===== config.mk =====
export PLATFORM = sky130hd
export DESIGN_NAME = mem_port_arbiter
export DESIGN_NICKNAME = d
export VERILOG_FILES = /design/src/rtl/mem_port_arbiter.sv
export SDC_FILE = /design/constraint.sdc
export NUM_CORES = 1
export LEC_CHECK = 0
export CORE_MARGIN = 1.5
export CORE_UTILIZATION = 35
export CTS_BUF_LIST = sky130_fd_sc_hd__clkbuf_8
export CTS_CLUSTER_DIAMETER = 120
export CTS_CLUSTER_SIZE = 30
export DETAILED_ROUTE_END_ITERATION = 8
export PLACE_DENSITY = 0.71
export SYNTH_ARGS = -nofsm -noshare
export SYNTH_HDL_FRONTEND = slang
export SYNTH_SLANG_ARGS = --single-unit

===== constraint.sdc =====
create_clock -name clock -period 3.15 [get_ports clock]
set_clock_uncertainty 0.15 [all_clocks]
set_input_delay 0.63 -clock clock [delete_from_list [all_inputs] [get_ports clock]]
set_output_delay 0.63 -clock clock [all_outputs]
set_load 0.05 [all_outputs]

===== src/rtl/mem_port_arbiter.sv =====
// Arbitrates one single-ported unified memory between instruction fetch and the
// data stage, one transaction at a time. Data has priority; fetch is protected from starvation.
module mem_port_arbiter #(
  parameter int unsigned ADDR_W       = 32,
  parameter int unsigned DATA_W       = 32,
  parameter int unsigned STARVE_LIMIT = 4
) (
  input  logic              clock,
  input  logic              reset,
  input  logic              if_req,
  input  logic [ADDR_W-1:0] if_addr,
  output logic [DATA_W-1:0] if_rdata,
  output logic              if_ack,
  input  logic              dm_req,
  input  logic              dm_we,
  input  logic              dm_byte,
  input  logic [ADDR_W-1:0] dm_addr,
  input  logic [DATA_W-1:0] dm_wdata,
  output logic [DATA_W-1:0] dm_rdata,
  output logic              dm_ack,
  output logic              stall_f,
  output logic              stall_m,
  output logic              mem_req,
  output logic              mem_we,
  output logic              mem_byte,
  output logic [ADDR_W-1:0] mem_addr,
  output logic [DATA_W-1:0] mem_wdata,
  input  logic [DATA_W-1:0] mem_rdata,
  input  logic              mem_ready
);

  localparam int unsigned CNT_W = $clog2(STARVE_LIMIT + 1);

  typedef enum logic [1:0] {
    IDLE   = 2'd0,
    BUSY_I = 2'd1,
    BUSY_D = 2'd2
  } state_t;

  state_t            state;
  logic [CNT_W-1:0]  starve_cnt;
  logic [DATA_W-1:0] if_rdata_q;
  logic [DATA_W-1:0] dm_rdata_q;
  logic              starved;
  logic              fetch_wins;

  // Fetch wins when it is alone, or when it has lost too many contested rounds.
  assign starved    = (starve_cnt >= CNT_W'(STARVE_LIMIT));
  assign fetch_wins = if_req & (~dm_req | starved);

  // Acks are combinational on state and ready; a cycle held in reset never completes.
  assign if_ack  = (state == BUSY_I) & mem_ready & ~reset;
  assign dm_ack  = (state == BUSY_D) & mem_ready & ~reset;
  assign stall_f = if_req & ~if_ack;
  assign stall_m = dm_req & ~dm_ack;

  // Read data is forwarded in the ack cycle and held from the register afterwards.
  assign if_rdata = if_ack ? mem_rdata : if_rdata_q;
  assign dm_rdata = (dm_ack & ~mem_we) ? mem_rdata : dm_rdata_q;

  always_ff @(posedge clock) begin
    if (reset) begin
      state      <= IDLE;
      starve_cnt <= '0;
      mem_req    <= 1'b0;
      mem_we     <= 1'b0;
      mem_byte   <= 1'b0;
      mem_addr   <= '0;
      mem_wdata  <= '0;
      if_rdata_q <= '0;
      dm_rdata_q <= '0;
    end else begin
      case (state)
        IDLE: begin
          if (dm_req && !fetch_wins) begin
            state     <= BUSY_D;
            mem_req   <= 1'b1;
            mem_we    <= dm_we;
            mem_byte  <= dm_byte;
            mem_addr  <= dm_addr;
            mem_wdata <= dm_wdata;
            if (if_req && !starved) begin
              starve_cnt <= starve_cnt + CNT_W'(1);
            end
          end else if (if_req) begin
            state      <= BUSY_I;
            mem_req    <= 1'b1;
            mem_we     <= 1'b0;
            mem_byte   <= 1'b0;
            mem_addr   <= if_addr;
            mem_wdata  <= '0;
            starve_cnt <= '0;
          end
        end
        BUSY_I: begin
          if (mem_ready) begin
            state      <= IDLE;
            mem_req    <= 1'b0;
            if_rdata_q <= mem_rdata;
          end
        end
        BUSY_D: begin
          if (mem_ready) begin
            state   <= IDLE;
            mem_req <= 1'b0;
            if (!mem_we) begin
              dm_rdata_q <= mem_rdata;
            end
          end
        end
        default: state <= IDLE;
      endcase
    end
  end

endmodule


==> qor.yml, run 1 <==
status:
  status: "completed"
die:
  core_area_um2: 15700
  num_rows: 46
  io_pins: 270
  die_y_um: 129
  die-area_um2: 16700
  initial_core_util_pct: 35.6
  fp.dieW_um: 129
layout:
  final_area_um2: 8700
  final_cells: 975
  final_cell_mix: "clkdlybuf4s50_1, dfxtp_1, buf_4, a22o_1, mux2_2"
  final_util_pct: 55.4
  final_common_cell: "clkdlybuf4s50_1"
  syn_to_final_growth_pct: 55.8
  final_nets: 886
  n_antenna_cell: 0
  drive_above_1_share_pct: 24.2
worst_setup_path:
  max_stage_delay_ns: 0.50
  rr_worst_depth: 4
  endpoint_kind: "primary output"
  cp_max_fo: 52
  worstSetupPathType: "input pin to primary output"
  r2r-end: "mem_addr[22]$_SDFFE_PP0P_"
  crit_required_ns: 2.37
  path_cells: "clkdlybuf4s50_1 > nand2_1 > nor3_4 > buf_12 > mux2_2 > buf_4"
  cpMaxStageDelayCell: "clkdlybuf4s50_1"
  r2r_start: "state[0]$_SDFFE_PP0P_"
  r2r_slack_ns: 0.70
  cp.arrival_ns: 2.26
  cp-start-kind: "input pin"
clock_tree:
  cts.clk_slew.worst_paths_ns: 0.08
  cts_buffer_depth: 2
  cts_buffers: 17
  post_cts_resized: 0
  cts_max_level: 4
  holdBufCountCts: 0
  clk_latency_ns: 0.43
  cts_tree: "done"
  cts_root_buffer: "clkbuf_8"
  cts_setup_buffers: 0
  cts.sinks: 136
hold_path:
  min_to: "dm_rdata_q[16]$_SDFFE_PP0P_"
  hold_depth: 1
  min_path_type: "flip-flop to flip-flop"
  hold_start: "dm_rdata_q[16]$_SDFFE_PP0P_"
synthesis:
  synth-seq-cells: 136
  synth_edf_count: 0
  yosys-top-cells-area: "dfxtp_1, mux2_2, a22o_1"
  netlist_area_um2: 5590
  yosys_warnings: 0
  synthArstFlopShare_pct: 0
  synth_top_area_share_pct: 48.7
  syn-instance-count: 492
  synthFlopType: "dfxtp_1"
  synth.largest_area_cell: "dfxtp_1"
  synth_nets: 632
  ys_seq_area_share_pct: 48.7
  avgSynthCellArea_um2: 11.4
  synth_cell_types: 32
timing:
  slew_viol_final: 0
  fmax_mhz: 329
  whs_ns: 0.323
  tightest_slew_ns: 1.24
  fin_crit_sh_pct: 96.4
  final_hold_viol_count: 0
  period_needed_ns: 3.04
  setup_viol: 0
  timing.slew.headroom_pct: 17.5
  rsz0062_at_grt: "false"
  setup_tns_ns: 0
global_routing:
  grt_max_degree: 53
  antenna_found_initial: 0
  first_global_vias: 4837
  grt_overflow: 0
  grt_use_total_pct: 19.1
  grt_pass1_wl_um: 25100
routing:
  avgRoutedWirePerCell_um: 16.9
  ant_nets: 0
  drt-total-wl_um: 16500
  drt-vias-per-instance: 5.19
  post-route-drc-count: 0
  vias: 5060
  dr.pass1.iters: 6
  dr.first_iter.drc_count: 268
placed_design:
  hpwl_um: 11900
  gp_congestion: 0.807
  place_area_um2: 8310
  portBuffers: 269
  dp.cells: 943
pwr:
  p_per_area_nw_per_um2: 511
  vdd_drop_max_uv: 276
  p_leak_nw: 3.46
run:
  drv_cap: 0
## cell families (layout without fill, tap and decap cells)
family	after synthesis	after routing	synth area share, %
AOI/OAI and AO/OA	142	142	22.6
DFF	136	136	48.7
and+or+nand+nor	91	91	9.27
muxes	65	65	13.1
buffers and inverters	52	319	5.08
adders and majority gates	5	5	1.12
xor gates and xnor gates	1	1	0.157
## sequential cells by signal (all words and copies together), names as in the netlist
name and cells:
starve_cnt 3, dm_rdata_q 32, mem_wdata 32, mem_byte 1, mem_req 1, mem_we 1
state 2, mem_addr 32, if_rdata_q 32
## stage by stage
step	total power [mW]	setup WS, ns
global placement	3.04	0.142
detailed placement	3.06	0.101
global route	4.64	0.0319
CTS	4.50	0.0997
finish	4.45	0.114
floorplan	2.59	0.290
## critical path, delay by kind of cell
family | cells | cell delay (ns)
buffers and inverters | 3 | 0.96
multiplexers | 1 | 0.37
AND/OR/NAND/NOR | 2 | 0.27
## routing by layer
metal / GRT usage (%) / routed length [µm]
met4: 9.58 / 479
met5: 0 / 0
met3: 5.53 / 1280
met2: 31.4 / 7780
met1: 23.0 / 6910
## how the worst max path moves through the flow
| stage | to | slack, ns | start | depth (start not counted) |
|---|---|---|---|---|
| after global placement | dm_rdata[24] | 0.14 | mem_ready | 6 |
| after CTS | dm_rdata[16] | 0.1 | mem_ready | 6 |
| after detailed placement | dm_rdata[16] | 0.10 | mem_ready | 6 |
| after global routing | dm_rdata[16] | 0.03 | mem_ready | 6 |
| final | dm_rdata[16] | 0.11 | mem_ready | 6 |
| after floorplan | stall_m | 0.29 | reset | 4 |
## report_power, final
| group | switching [mW] | leakage (nW) | internal (mW) |
|---|---|---|---|
| Clock | 0.699 | 0.193 | 0.727 |
| Sequential | 0.0527 | 1.11 | 1.82 |
| Combinational | 0.676 | 2.16 | 0.471 |
| Total | 1.43 | 3.46 | 3.02 |
## synth_stat cells (2+ instances only)
library cell / instances
nor2_1: 37
mux2_2: 62
a221o_1: 32
clkbuf_1: 17
nor3_1: 2
nor3b_1: 33
mux2_1: 2
nand2_1: 4
a22o_1: 64
nor2b_1: 4
o21ai_0: 3
a21oi_1: 5
nand2b_1: 3
dfxtp_1: 136
nand3_1: 3
inv_1: 2
buf_6: 6
buf_4: 4
buf_2: 23
ha_1: 5
a32oi_1: 34
## cell type report
class | count | area, µm²
clock inverter | 14 | 148
timing repair buffer | 285 | 2710
clock buffer | 18 | 248
inverter | 2 | 7.51
fill | 1360 | 7010
sequential | 136 | 2720
multi-input combinational | 304 | 2590
tap | 216 | 270
No activity file was read; power rests on OpenSTA's default activity.
==> run 2, diff against run 1 <==
--- a/config.mk
+++ b/config.mk
@@ -9,9 +9,9 @@
 export CORE_UTILIZATION = 35
 export CTS_BUF_LIST = sky130_fd_sc_hd__clkbuf_8
 export CTS_CLUSTER_DIAMETER = 120
-export CTS_CLUSTER_SIZE = 30
+export CTS_CLUSTER_SIZE = 12
 export DETAILED_ROUTE_END_ITERATION = 8
-export PLACE_DENSITY = 0.71
+export DONT_BUFFER_PORTS = 1
 export SYNTH_ARGS = -nofsm -noshare
 export SYNTH_HDL_FRONTEND = slang
 export SYNTH_SLANG_ARGS = --single-unit
==> run 2 against run 1 <==
Effect of this change: cell count is 28% lower; via count shrank 20%; largest power group unchanged; global-route usage shrank 3.5 points; clock power rose by 10%; cell area down 29%; sequential power rose by 14%; worst setup slack improved by 0.040 ns; largest cell class unchanged.
==> qor.yml, run 2 (synthesis gave the netlist of run 1 again) <==
layout:
  final_nets: 614
  syn_to_final_growth_pct: 10.1
  final_common_cell: "dfxtp_1"
  final_util_pct: 39.1
  drive_above_1_share_pct: 23.2
  final_cell_mix: "dfxtp_1, a22o_1, mux2_2, nor2_1, a32oi_1"
  n_antenna_cell: 0
  final_cells: 703
clock_tree:
  cts_tree: "done"
  cts_setup_buffers: 0
  holdBufCountCts: 0
  cts_buffer_depth: 2
  cts.sinks: 136
  cts_root_buffer: "clkbuf_8"
  post_cts_resized: 0
  cts_buffers: 17
  cts.clk_slew.worst_paths_ns: 0.08
  cts_max_level: 4
  clk_latency_ns: 0.43
worst_setup_path:
  crit_required_ns: 2.37
  endpoint_kind: "primary output"
  cp-start-kind: "flip-flop"
  worstSetupPathType: "flip-flop to primary output"
  cp.arrival_ns: 2.22
  r2r_start: "state[0]$_SDFFE_PP0P_"
  cp_max_fo: 64
  critPathLaunch: "state[0]$_SDFFE_PP0P_"
routing:
  drt-vias-per-instance: 5.78
  dr.pass1.iters: 4
  dr.first_iter.drc_count: 219
  ant_nets: 0
  post-route-drc-count: 0
  vias: 4064
  drt-total-wl_um: 13800
  avgRoutedWirePerCell_um: 19.6
pwr:
  p_leak_nw: 2.33
  p_per_area_nw_per_um2: 683
  vdd_drop_max_uv: 316
die:
  initial_core_util_pct: 35.6
  io_pins: 270
  fp.dieW_um: 129
  num_rows: 46
  die-area_um2: 16700
  core_area_um2: 15700
  die_y_um: 129
timing:
  fin_crit_sh_pct: 95.1
  setup_viol: 0
  tightest_slew_ns: 1.22
  period_needed_ns: 3.00
  rsz0062_at_grt: "false"
  timing.slew.headroom_pct: 18.9
  fmax_mhz: 334
  whs_ns: 0.106
  final_hold_viol_count: 0
  slew_viol_final: 0
  setup_tns_ns: 0
  setup_ws_ns: 0.154
status:
  status: "completed"
run:
  drv_cap: 0
placed_design:
  pre_cts_ws_ns: 0.551
  portBuffers: 0
  hpwl_um: 9340
  gp_congestion: 0.748
  dp.cells: 671
hold_path:
  min_path_type: "input pin to flip-flop"
  hold_start: "reset"
global_routing:
  grt_overflow: 0
  grt_pass1_wl_um: 20200
  grt_use_total_pct: 15.6
  grt_max_degree: 80
  antenna_found_initial: 0
  first_global_vias: 3880
==> run 2: changes by cell type in the layout (fill, tap and decap cells not counted), moves of 2 or more <==
cell	delta
clkdlybuf4s50_1	-200
buf_4	-66
buf_12	-5
clkinvlp_4	-2
bufinv_16	+2
==> run 2: worst paths after layout <==
check / endpoint / slack (ns) / cells after the start
max: dm_rdata[25] / 0.15 / 6
min: mem_wdata[4]$_SDFFE_PP0P_ / 0.11 / 1
max reg2reg: mem_addr[25]$_SDFFE_PP0P_ / 0.88 / 4
min reg2reg: if_rdata_q[24]$_SDFFE_PP0P_ / 0.33 / 1
==> run 2: final cells by class <==
cell class | count | area (µm²)
Fill cell | 1520 | 9560
Timing Repair Buffer | 13 | 110
Multi-Input combinational cell | 304 | 2590
Clock inverter | 14 | 196
Inverter | 2 | 7.51
Tap cell | 216 | 270
Sequential cell | 136 | 2720
Clock buffer | 18 | 248
==> run 2: per-layer routing <==
metal	global-route usage [%]	vias up	wire [µm]
met5	0	-	0
met4	7.60	0	281
met3	6.65	20	1280
met2	25.8	212	6680
met1	17.3	1974	5540
li1	-	1858	-
==> run 2: worst max-delay path, cell delays in order, from the launching register on <==
cell     delay, ns
dfxtp_1       0.35
inv_1         0.10
ha_1          0.14
nand2_1       0.11
nor3_4        0.17
buf_12        0.30
mux2_1        0.57
==> run 2: report_power, final <==
group / switching (mW) / leakage [nW] / internal, mW
clock network: 0.686 / 0.222 / 0.892
registers: 0.316 / 1.11 / 1.82
logic: 0.321 / 0.996 / 0.164
==> run 2: metrics by stage <==
stage,power (mW),area [µm²]
global placement,2.64,5710
floorplan,2.59,5590
CTS,4.25,6150
finish,4.20,6150
global route,4.39,6150
detailed placement,2.66,5710
==> run 3, diff against run 2 <==
--- a/config.mk
+++ b/config.mk
@@ -5,6 +5,7 @@
 export SDC_FILE = /design/constraint.sdc
 export NUM_CORES = 1
 export LEC_CHECK = 0
+export CORE_ASPECT_RATIO = 1.2
 export CORE_MARGIN = 1.5
 export CORE_UTILIZATION = 35
 export CTS_BUF_LIST = sky130_fd_sc_hd__clkbuf_8
@@ -12,6 +13,7 @@
 export CTS_CLUSTER_SIZE = 12
 export DETAILED_ROUTE_END_ITERATION = 8
 export DONT_BUFFER_PORTS = 1
+export SLEW_MARGIN = 20
 export SYNTH_ARGS = -nofsm -noshare
 export SYNTH_HDL_FRONTEND = slang
 export SYNTH_SLANG_ARGS = --single-unit
==> run 3 against run 2 <==
Effect of this change: global-route usage fell by 0.36 points; critical path depth did not move; total power decreased by 2.2%; sequential share of layout area up 0.24 points; maximum frequency down 0.29%; core utilization increased by 0.12 points; combinational power is essentially flat; critical path type unchanged; critical endpoint unchanged; largest power group unchanged.
==> qor.yml, run 3 (synthesis gave the netlist of run 1 again) <==
status:
  status: "completed"
routing:
  avgRoutedWirePerCell_um: 19.0
  dr.first_iter.drc_count: 166
  drt-total-wl_um: 13200
  vias: 3989
  drt-vias-per-instance: 5.76
  wl_met2_um: 6160
  dr_wl_met3_um: 1200
  top_layer_used: "met4"
  wl_met1_um: 5610
  post-route-drc-count: 0
  dr.pass1.iters: 4
  ant_nets: 0
die:
  fp.dieW_um: 118
  io_pins: 270
  core_area_um2: 15600
  num_rows: 50
  die_y_um: 141
  die-area_um2: 16700
  initial_core_util_pct: 35.9
timing:
  setup_tns_ns: 0
  whs_ns: 0.147
  setup_viol: 0
  final_hold_viol_count: 0
  setup_ws_ns: 0.145
  rsz0062_at_grt: "false"
  slew_viol_final: 0
  timing.slew.headroom_pct: 27.5
  fin_crit_sh_pct: 95.4
  fmax_mhz: 333
  period_needed_ns: 3.00
  tightest_slew_ns: 1.09
clock_tree:
  post_cts_resized: 0
  cts.clk_slew.worst_paths_ns: 0.08
  cts_buffers: 17
  cts_root_buffer: "clkbuf_8"
  cts.sinks: 136
  cts_max_level: 4
  clk_latency_ns: 0.43
  cts_setup_buffers: 0
  cts_buffer_depth: 2
  cts_tree: "done"
  holdBufCountCts: 0
placed_design:
  gp_congestion: 0.716
  pre_cts_ws_ns: 0.550
  place_area_um2: 5690
  hpwl_um: 8790
  portBuffers: 0
worst_setup_path:
  cpMaxStageDelayCell: "mux2_1"
  crit_required_ns: 2.37
  endpoint_kind: "primary output"
  cp-start-kind: "flip-flop"
  critPathLaunch: "state[0]$_SDFFE_PP0P_"
  cp_max_fo: 64
  max_stage_delay_ns: 0.57
  worstSetupPathType: "flip-flop to primary output"
  path_cells: "inv_1 > ha_1 > nand2_1 > nor3_4 > buf_12 > mux2_1"
  r2r_start: "state[0]$_SDFFE_PP0P_"
  cp.arrival_ns: 2.22
global_routing:
  antenna_found_initial: 0
  grt_max_degree: 80
  grt_use_total_pct: 15.3
  grt_pass1_wl_um: 20400
  grt_overflow: 0
  first_global_vias: 3878
layout:
  final_area_um2: 6120
  final_cell_mix: "dfxtp_1, a22o_1, mux2_2, nor2_1, a32oi_1"
  n_antenna_cell: 0
  final_nets: 611
  drive_above_1_share_pct: 22.7
  final_common_cell: "dfxtp_1"
  syn_to_final_growth_pct: 9.47
pwr:
  vdd_drop_max_uv: 245
  totalPowerFinal_mw: 4.11
  p_leak_nw: 2.30
  p_per_area_nw_per_um2: 671
run:
  drv_cap: 0
hold_path:
  min_path_type: "input pin to flip-flop"
  hold_start: "reset"
-- run 3: cell types whose count changed in the layout (fill, tap and decap cells not counted), sizes merged --
cell / previous run / this run
buf: 13 / 10
bufinv: 4 / 3
clkinv: 3 / 5
clkinvlp: 2 / 3
inv: 7 / 5
-- run 3: where the power goes --
group | internal, mW | total (mW) | switching (mW)
logic | 0.162 | 0.482 | 0.320
registers | 1.82 | 2.13 | 0.311
clock network | 0.808 | 1.49 | 0.684
-- run 3: worst max-delay path, delay by kind of cell (launching register included) --
kind / cells / cell delay (ns)
flip-flops: 1 / 0.35
multiplexers: 1 / 0.57
adder cells (fa/ha/maj): 1 / 0.15
AND/OR/NAND/NOR: 2 / 0.29
buffers and inverters: 2 / 0.37
-- run 3: layout make-up --
type                            instances  area [µm²]
Clock buffer                           18         248
Clock inverter                         14         174
Fill cell                            1480        9460
Inverter                                2        7.51
Multi-Input combinational cell        304        2600
Sequential cell                       136        2720
Tap cell                              208         260
Timing Repair Buffer                   10         100
-- run 3: path summary, 6_finish.rpt --
path                                  to  slack, ns  cells after the start
max reg2reg    mem_addr[21]$_SDFFE_PP0P_       0.99                      4
min reg2reg  if_rdata_q[28]$_SDFFE_PP0P_       0.32                      1
min                state[0]$_SDFFE_PP0P_       0.15                      1
max                         dm_rdata[25]       0.15                      6
-- run 3: stage by stage --
| stage | util (%) | std cells |
|---|---|---|
| CTS | 39.3 | 692 |
| finish | 39.3 | 692 |
| global route | 39.3 | 692 |
| global placement | 36.5 | 660 |
| detailed placement | 36.5 | 660 |
| floorplan | - | 492 |
-- run 3: per-layer routing --
layer / vias to the layer above / track usage, %
li1: 1860 / -
met1: 1897 / 18.3
met2: 216 / 24.5
met3: 16 / 6.63
met4: 0 / 5.20
met5: - / 0
